<file path="src/rtl/score_pkg.sv">
// Shared types and default timing constants for the score keeper and its
// input filter.
package score_pkg;

    typedef enum logic [1:0] {
        S_IDLE,
        S_PLAY,
        S_WIN
    } state_t;

    localparam int SCORE_W                 = 3;
    localparam int DEFAULT_DEBOUNCE_CYCLES = 500000;
    localparam int DEFAULT_BLINK_CYCLES    = 25000000;

endpackage

</file>
<file path="src/rtl/score_keeper_debounce.sv">
// Two-flop synchronizer followed by a stable-count filter; dout only moves
// after the synchronized input has disagreed with it for DEBOUNCE_CYCLES cycles.
module debounce
    import score_pkg::*;
#(
    parameter int DEBOUNCE_CYCLES = DEFAULT_DEBOUNCE_CYCLES
) (
    input  logic clk,
    input  logic rst_n,
    input  logic din,
    output logic dout
);

    localparam int               CNT_W    = $clog2(DEBOUNCE_CYCLES);
    localparam logic [CNT_W-1:0] CNT_LAST = CNT_W'(DEBOUNCE_CYCLES - 1);

    logic             r_sync1;
    logic             r_sync2;
    logic             r_level;
    logic [CNT_W-1:0] r_cnt;

    // Any agreement with the current level restarts the stability count.
    always_ff @(posedge clk or negedge rst_n) begin
        if (!rst_n) begin
            r_sync1 <= 1'b0;
            r_sync2 <= 1'b0;
            r_level <= 1'b0;
            r_cnt   <= '0;
        end else begin
            r_sync1 <= din;
            r_sync2 <= r_sync1;
            if (r_sync2 == r_level) begin
                r_cnt <= '0;
            end else if (r_cnt == CNT_LAST) begin
                r_level <= r_sync2;
                r_cnt   <= '0;
            end else begin
                r_cnt <= r_cnt + 1'b1;
            end
        end
    end

    assign dout = r_level;

endmodule

</file>
<file path="src/rtl/score_keeper.sv">
// Game score producer: debounced hit events drive a saturating score through
// the IDLE/PLAY/WIN state machine, and WIN requests a blinking display.
module score_keeper
    import score_pkg::*;
#(
    parameter int DEBOUNCE_CYCLES = DEFAULT_DEBOUNCE_CYCLES,
    parameter int BLINK_CYCLES    = DEFAULT_BLINK_CYCLES,
    parameter int MAX_SCORE       = 7
) (
    input  logic               clk,
    input  logic               rst_n,
    input  logic               hit_in,
    input  logic               start,
    input  logic               clear,
    output logic [SCORE_W-1:0] Score,
    output logic               win,
    output logic               blank,
    output logic               hit_ack
);

    localparam int                 BLINK_W    = $clog2(BLINK_CYCLES);
    localparam logic [BLINK_W-1:0] BLINK_LAST = BLINK_W'(BLINK_CYCLES - 1);
    localparam logic [SCORE_W-1:0] SCORE_MAX  = SCORE_W'(MAX_SCORE);

    logic               w_level;
    logic               w_hitEvent;
    logic [SCORE_W-1:0] w_scoreNext;
    logic               r_levelD;
    state_t             r_state;
    logic [SCORE_W-1:0] r_score;
    logic               r_win;
    logic               r_blank;
    logic               r_hitAck;
    logic [BLINK_W-1:0] r_blinkCnt;

    debounce #(
        .DEBOUNCE_CYCLES(DEBOUNCE_CYCLES)
    ) u_debounce (
        .clk  (clk),
        .rst_n(rst_n),
        .din  (hit_in),
        .dout (w_level)
    );

    // Only rising edges of the filtered level count; a held hit cannot re-fire.
    assign w_hitEvent  = w_level & ~r_levelD;
    assign w_scoreNext = r_score + 1'b1;

    always_ff @(posedge clk or negedge rst_n) begin
        if (!rst_n) begin
            r_levelD <= 1'b0;
        end else begin
            r_levelD <= w_level;
        end
    end

    always_ff @(posedge clk or negedge rst_n) begin
        if (!rst_n) begin
            r_state    <= S_IDLE;
            r_score    <= '0;
            r_win      <= 1'b0;
            r_blank    <= 1'b0;
            r_hitAck   <= 1'b0;
            r_blinkCnt <= '0;
        end else begin
            r_hitAck <= 1'b0;
            if (clear) begin
                r_state    <= S_IDLE;
                r_score    <= '0;
                r_win      <= 1'b0;
                r_blank    <= 1'b0;
                r_blinkCnt <= '0;
            end else begin
                case (r_state)
                    S_IDLE: begin
                        r_score <= '0;
                        if (start) begin
                            r_state <= S_PLAY;
                        end
                    end
                    S_PLAY: begin
                        if (w_hitEvent) begin
                            r_hitAck <= 1'b1;
                            r_score  <= w_scoreNext;
                            if (w_scoreNext == SCORE_MAX) begin
                                r_state    <= S_WIN;
                                r_win      <= 1'b1;
                                r_blank    <= 1'b0;
                                r_blinkCnt <= '0;
                            end
                        end
                    end
                    S_WIN: begin
                        r_win   <= 1'b1;
                        r_score <= SCORE_MAX;
                        if (r_blinkCnt == BLINK_LAST) begin
                            r_blinkCnt <= '0;
                            r_blank    <= ~r_blank;
                        end else begin
                            r_blinkCnt <= r_blinkCnt + 1'b1;
                        end
                    end
                    default: begin
                        r_state <= S_IDLE;
                    end
                endcase
            end
        end
    end

    assign Score   = r_score;
    assign win     = r_win;
    assign blank   = r_blank;
    assign hit_ack = r_hitAck;

endmodule

</file>
<file path="config.mk">
export PLATFORM = sky130hd
export DESIGN_NAME = score_keeper
export DESIGN_NICKNAME = d
export VERILOG_FILES = /design/src/rtl/score_pkg.sv /design/src/rtl/score_keeper_debounce.sv /design/src/rtl/score_keeper.sv
export SDC_FILE = /design/constraint.sdc
export NUM_CORES = 1
export LEC_CHECK = 0
export CAP_MARGIN = 0
export CORE_ASPECT_RATIO = 0.9
export CORE_MARGIN = 3
export CORE_UTILIZATION = 50
export CTS_CLUSTER_SIZE = 25
export DETAILED_ROUTE_END_ITERATION = 12
export PLACE_DENSITY = 0.69
export SLEW_MARGIN = 30
export SYNTH_ARGS = -nofsm -noshare
export SYNTH_HDL_FRONTEND = slang
export SYNTH_SLANG_ARGS = --single-unit
</file>
<file path="constraint.sdc">
create_clock -name clk -period 2.6 [get_ports clk]
set_input_delay 0.65 -clock clk [delete_from_list [all_inputs] [get_ports clk]]
set_output_delay 0.65 -clock clk [all_outputs]
set_load 0.05 [all_outputs]
</file>
==> metrics.cfg, run 1 <==
[worst_setup_path]
start_kind = register
crit_chain = inv_1 > ha_1 > nor2b_1 > a311o_2 > nand4_1 > or4_1 > a21oi_1
critPathCaptureType = register
critPathKind = reg2reg
cp.arrival_ps = 2440
critPathSlowestCell = or4_1
cp.required_ps = 2840
max_stage_delay_ps = 470
path_max_fanout = 7

[power]
pwr_density_cell_nw_per_um2 = 542
power.total_w = 0.00174
ir_worst_vdd_mv = 0.328
cellLeakagePower_nw = 1.32

[clock_network]
hold_buffers = 0
cts_sinks = 56
clkTransAtPathRegs_ps = 100
cts_buffer_depth = 2
postCtsSetupBuffers = 0
post_cts_resized = 0
cts_root_buf = clkbuf_8
htree_levels = 2
insertion_delay_ps = 310
cts-buffers-inserted = 5
cts_tree = done

[drt]
drc_errors = 0
dr_total_vias = 2203
drt_iter0_markers = 116
drt_wl_total_um = 5400
routedWlPerCell_um = 14.0
drtPass1Iterations = 4
ant_nets = 0
vias_per_cell = 5.71

[timing]
fin_crit_sh = 0.846
fin_setup_tns_ps = 0
setup_viol = 0
fmax_mhz = 455
period_needed_ps = 2200
grt_setup_unrepaired = false
worstMarginPinSlew_ps = 745
final_hold_viol_count = 0
slew_headroom = 0.499
skew_ps = 6.16
slew_violations = 0

[job]
maxCapViolations = 0

[synthesis]
ys_async_sr_fraction = 1.00
synth.most_common_cell = dfrtp_1
synth_top_area_frac = 0.482
avgSynthCellArea_um2 = 9.66
synth_area_um2 = 2910
synth_top_area_cell = dfrtp_1
synth_fp_nets = 314
synth-edff-count = 0
synth_flop_cell = dfrtp_1
synthTopCellsByCount = dfrtp_1, nor2_1, nand2_1
synth_area_leaders = dfrtp_1, nor2_1, xor2_1
yosys_warnings = 0
syn_inst = 301
synth-seq-cells = 56
synth.distinct_cells = 45
synth_seq_area_share = 0.482

[global_route]
grt_antenna_before_repair = 0
grt_pass1_vias = 2061
grt_first_pass_wirelength_um = 9510
gr-total-overflow = 0
track_usage = 0.178
grt_start_max_net_pins = 28

[hold_path]
hold_class = in2async

[floorplan]
num_rows = 25
initial_core_util = 0.534
io_pins = 11
die-area_um2 = 6760
core_um2 = 5440
fp.dieW_um = 86.4
die_h_um = 78.3

[placed_design]
place_congestion = 0.857
dp_hpwl_um = 3880
port_buffers = 10

[layout]
nets = 331
syn_to_final_growth_pct = 10.4
fin_util = 0.590
antenna_cells = 0
drive_gt1_frac = 0.0878

[outcome]
status = finished clean

-- layer usage --
metal / routed length (um) / track usage / vias to the layer above
met4: 80 / 0.0639 / 0
met1: 2700 / 0.261 / 1065
met5: 0 / 0 / -
li1: - / - / 1100
met3: 186 / 0.0346 / 7
met2: 2430 / 0.261 / 31
-- critical path: cells and delay by family (launching register included) --
kind            cells  cell delay (ps)
simple gates        3              960
flops               1              420
compound gates      2              350
fa+ha+maj           1              300
buf+inv             1              100
-- cells in the final DEF, fill, tap and decap left out, types with 7 or more instances in the layout --
cell             Yosys  routed
nand3_1             19      19
ha_1                 8       8
inv_1               11      11
xnor2_1             10      10
a21oi_1             12      12
o21ai_0             15      15
xor2_1              16      16
nand2_1             30      30
nor2_1              39      39
nand4_1             15      15
dfrtp_1             56      56
or3_1                7       7
clkdlybuf4s50_1      0       9
-- power by group --
part	leakage (nW)	switching, W	internal (W)
registers	0.772	0.0000237	0.000895
clock network	0.0445	0.000274	0.000217
logic	0.505	0.000207	0.000122
-- state kept, by name, summed over array words and instances (netlist names) --
| register | count |
|---|---|
| Score | 3 |
| blank | 1 |
| hit_ack | 1 |
| r_blinkCnt | 25 |
| r_levelD | 1 |
| r_state | 2 |
| u_debounce.dout | 1 |
| u_debounce.r_cnt | 19 |
| u_debounce.r_sync1 | 1 |
| u_debounce.r_sync2 | 1 |
| win | 1 |
-- final timing paths --
| kind | start | endpoint | slack, ps | depth (start not counted) |
|---|---|---|---|---|
| min in group clk | u_debounce.r_sync1$_DFF_PN0_ | u_debounce.r_sync2$_DFF_PN0_ | 360 | 0 |
| hold reg to reg | u_debounce.r_sync1$_DFF_PN0_ | u_debounce.r_sync2$_DFF_PN0_ | 360 | 0 |
| max in group asynchronous | rst_n | u_debounce.r_cnt[1]$_DFF_PN0_ | 1660 | 2 |
| hold / removal | rst_n | r_blinkCnt[17]$_DFFE_PN0P_ | 350 | 1 |
| setup / recovery | r_state[0]$_DFFE_PN0P_ | r_blinkCnt[22]$_DFFE_PN0P_ | 400 | 7 |
| setup reg to reg | r_state[0]$_DFFE_PN0P_ | r_blinkCnt[22]$_DFFE_PN0P_ | 400 | 7 |
-- stage by stage --
| step | worst slack, ps | hold WS (ps) | std cells | instance area [um2] |
|---|---|---|---|---|
| after floorplan | 411 | 331 | 301 | 2910 |
| after global placement | 320 | 333 | 378 | 3120 |
| after detailed placement | 277 | 340 | 378 | 3120 |
| after CTS | 382 | 363 | 386 | 3210 |
| after global routing | 218 | 376 | 386 | 3210 |
| final | 400 | 351 | 386 | 3210 |
-- logic make-up (layout without fill, tap and decap cells) --
logic type,count (synthesis),count (layout),share of synthesized area
and+or+nand+nor,149,149,0.271
xor gates and xnor gates,27,27,0.0839
AOI/OAI and AO/OA,40,40,0.0895
adders and majority gates,8,8,0.0344
buffers and inverters,18,36,0.0284
muxes,3,3,0.0108
DFF,56,56,0.482
-- final cells by class --
cell class / count / area [um2]
timing repair buffer: 17 / 160
inverter: 11 / 41.3
sequential: 56 / 1400
multi-input combinational: 227 / 1430
fill: 487 / 2230
tap: 67 / 83.8
clock buffer: 7 / 86.3
clock inverter: 1 / 7.51
Note: power is estimated with default switching activity, not from simulation.
==> inputs of run 2 (changes only) <==
Settings changed: PLACE_DENSITY 0.69 to 0.72.
Clock period 2.6 ns to 1.9 ns, I/O delays scaled along.
==> metrics.cfg, run 2 (synthesis results as in run 1) <==
[outcome]
status = complete, but fails checks
violations = setup timing

[layout]
register_area_um2 = 1400
nets = 382
final_cells = 437
largest_reg_flops = 25
final_common_cell = buf_4
drive_gt1_frac = 0.308
antenna_cells = 0
top_register = r_blinkCnt
design_area_um2 = 3820
fillCellCount = 425
final_cell_mix = buf_4, dfrtp_1, nor2_1
multi_input_area_um2 = 1610
syn_to_final_growth_pct = 31.6

[timing]
slew_headroom = 0.659
fin_hold_ws_ps = 112
fin_crit_sh = 1.06
slew_violations = 0
grt_setup_unrepaired = true
period_needed_ps = 2020
skew_ps = 15.3
fmax_mhz = 495
worst_slack_ps = -119
setup_viol = 12
final_hold_viol_count = 0
worstMarginPinSlew_ps = 512

[clock_network]
insertion_delay_ps = 330
cts-buffers-inserted = 5
clkTransAtPathRegs_ps = 100
cts_tree = done
htree_levels = 2
cts_root_buf = clkbuf_8
hold_buffers = 0
cts_sinks = 56
cts_buffer_depth = 2

[drt]
drtPass1Iterations = 4
drc_errors = 0
drt_iter0_markers = 149
vias_per_cell = 5.67
dr_total_vias = 2479
ant_nets = 0
drt_wl_total_um = 6780
routedWlPerCell_um = 15.5

[worst_setup_path]
critPathCaptureType = register
critPathKind = reg2reg
cp.required_ps = 2150
path_max_fanout = 5
cp.arrival_ps = 2270
start_kind = register

[placed_design]
place_congestion = 0.845
place_worst_setup_slack_ps = -234
dp.cells = 413
dp_hpwl_um = 4520
port_buffers = 10
postPlaceCellArea_um2 = 3390

[floorplan]
die_h_um = 78.3
num_rows = 25
io_pins = 11
initial_core_util = 0.534
die-area_um2 = 6760
core_um2 = 5440
fp.dieW_um = 86.4

[power]
cellLeakagePower_nw = 1.65
power.total_w = 0.00282
pwr_density_cell_nw_per_um2 = 738
ir_worst_vdd_mv = 0.569

[global_route]
grt_first_pass_wirelength_um = 11400
grt_antenna_before_repair = 0
grt_pass1_vias = 2459
grt_start_max_net_pins = 21
track_usage = 0.213
gr-total-overflow = 0

[job]
maxCapViolations = 0

[hold_path]
hold_class = in2async

[run 2: layer usage]
layer	up-vias	routed length, um	track usage	share of wire
li1	1201	-	-	-
met1	1225	3060	0.285	0.45
met2	40	3390	0.348	0.50
met3	13	202	0.0357	0.030
met4	0	129	0.0794	0.019
met5	-	0	0	0
[run 2: per-stage QoR]
stage,utilization,TNS [ps]
after floorplan,-,-403
after global placement,0.623,-1390
after detailed placement,0.623,-2380
after CTS,0.666,-330
after global routing,0.703,-2420
final,0.703,-589
[run 2: final timing paths]
check                                              from  depth (start not counted)  slack [ps]                        endpoint
setup / recovery                   Score[1]$_DFFE_PN0P_                          7        -120      r_blinkCnt[18]$_DFFE_PN0P_
hold reg to reg            u_debounce.r_sync1$_DFF_PN0_                          0         360    u_debounce.r_sync2$_DFF_PN0_
min in group clk           u_debounce.r_sync1$_DFF_PN0_                          0         360    u_debounce.r_sync2$_DFF_PN0_
max in group asynchronous                         rst_n                          2        1310  u_debounce.r_cnt[18]$_DFF_PN0_
hold / removal                                    rst_n                          1         110  u_debounce.r_cnt[16]$_DFF_PN0_
setup reg to reg                   Score[1]$_DFFE_PN0P_                          7        -120      r_blinkCnt[18]$_DFFE_PN0P_
[run 2: layout make-up]
type / count / area share
clock buffer: 5 / 0.0180
clock inverter: 3 / 0.0180
timing repair buffer: 67 / 0.143
inverter: 11 / 0.0108
sequential: 56 / 0.367
multi-input combinational: 228 / 0.421
tap: 67 / 0.0219
[run 2: worst max-delay path, stage by stage, from the launching register on]
cell and delay [ps]:
dfrtp_2 450, ha_4 190, xor2_4 170, a311o_2 270, nand4_1 200, buf_4 200, or3_4 320, a21oi_2 130
[run 2: power breakdown]
part	internal (W)	total, W	switching [W]
Clock	0.000531	0.000949	0.000418
Sequential	0.00123	0.00126	0.0000337
Combinational	0.000270	0.000615	0.000345
Total	0.00203	0.00282	0.000797
[run 2: timing repair]
| item | 4_1_cts | 5_1_grt |
|---|---|---|
| pin swaps | 18 | 15 |
| buffers inserted | 6 | 11 |
| cloned | 1 | 0 |
| endpoints found under the setup margin | 14 | 36 |
| gates resized for setup | 9 | 30 |
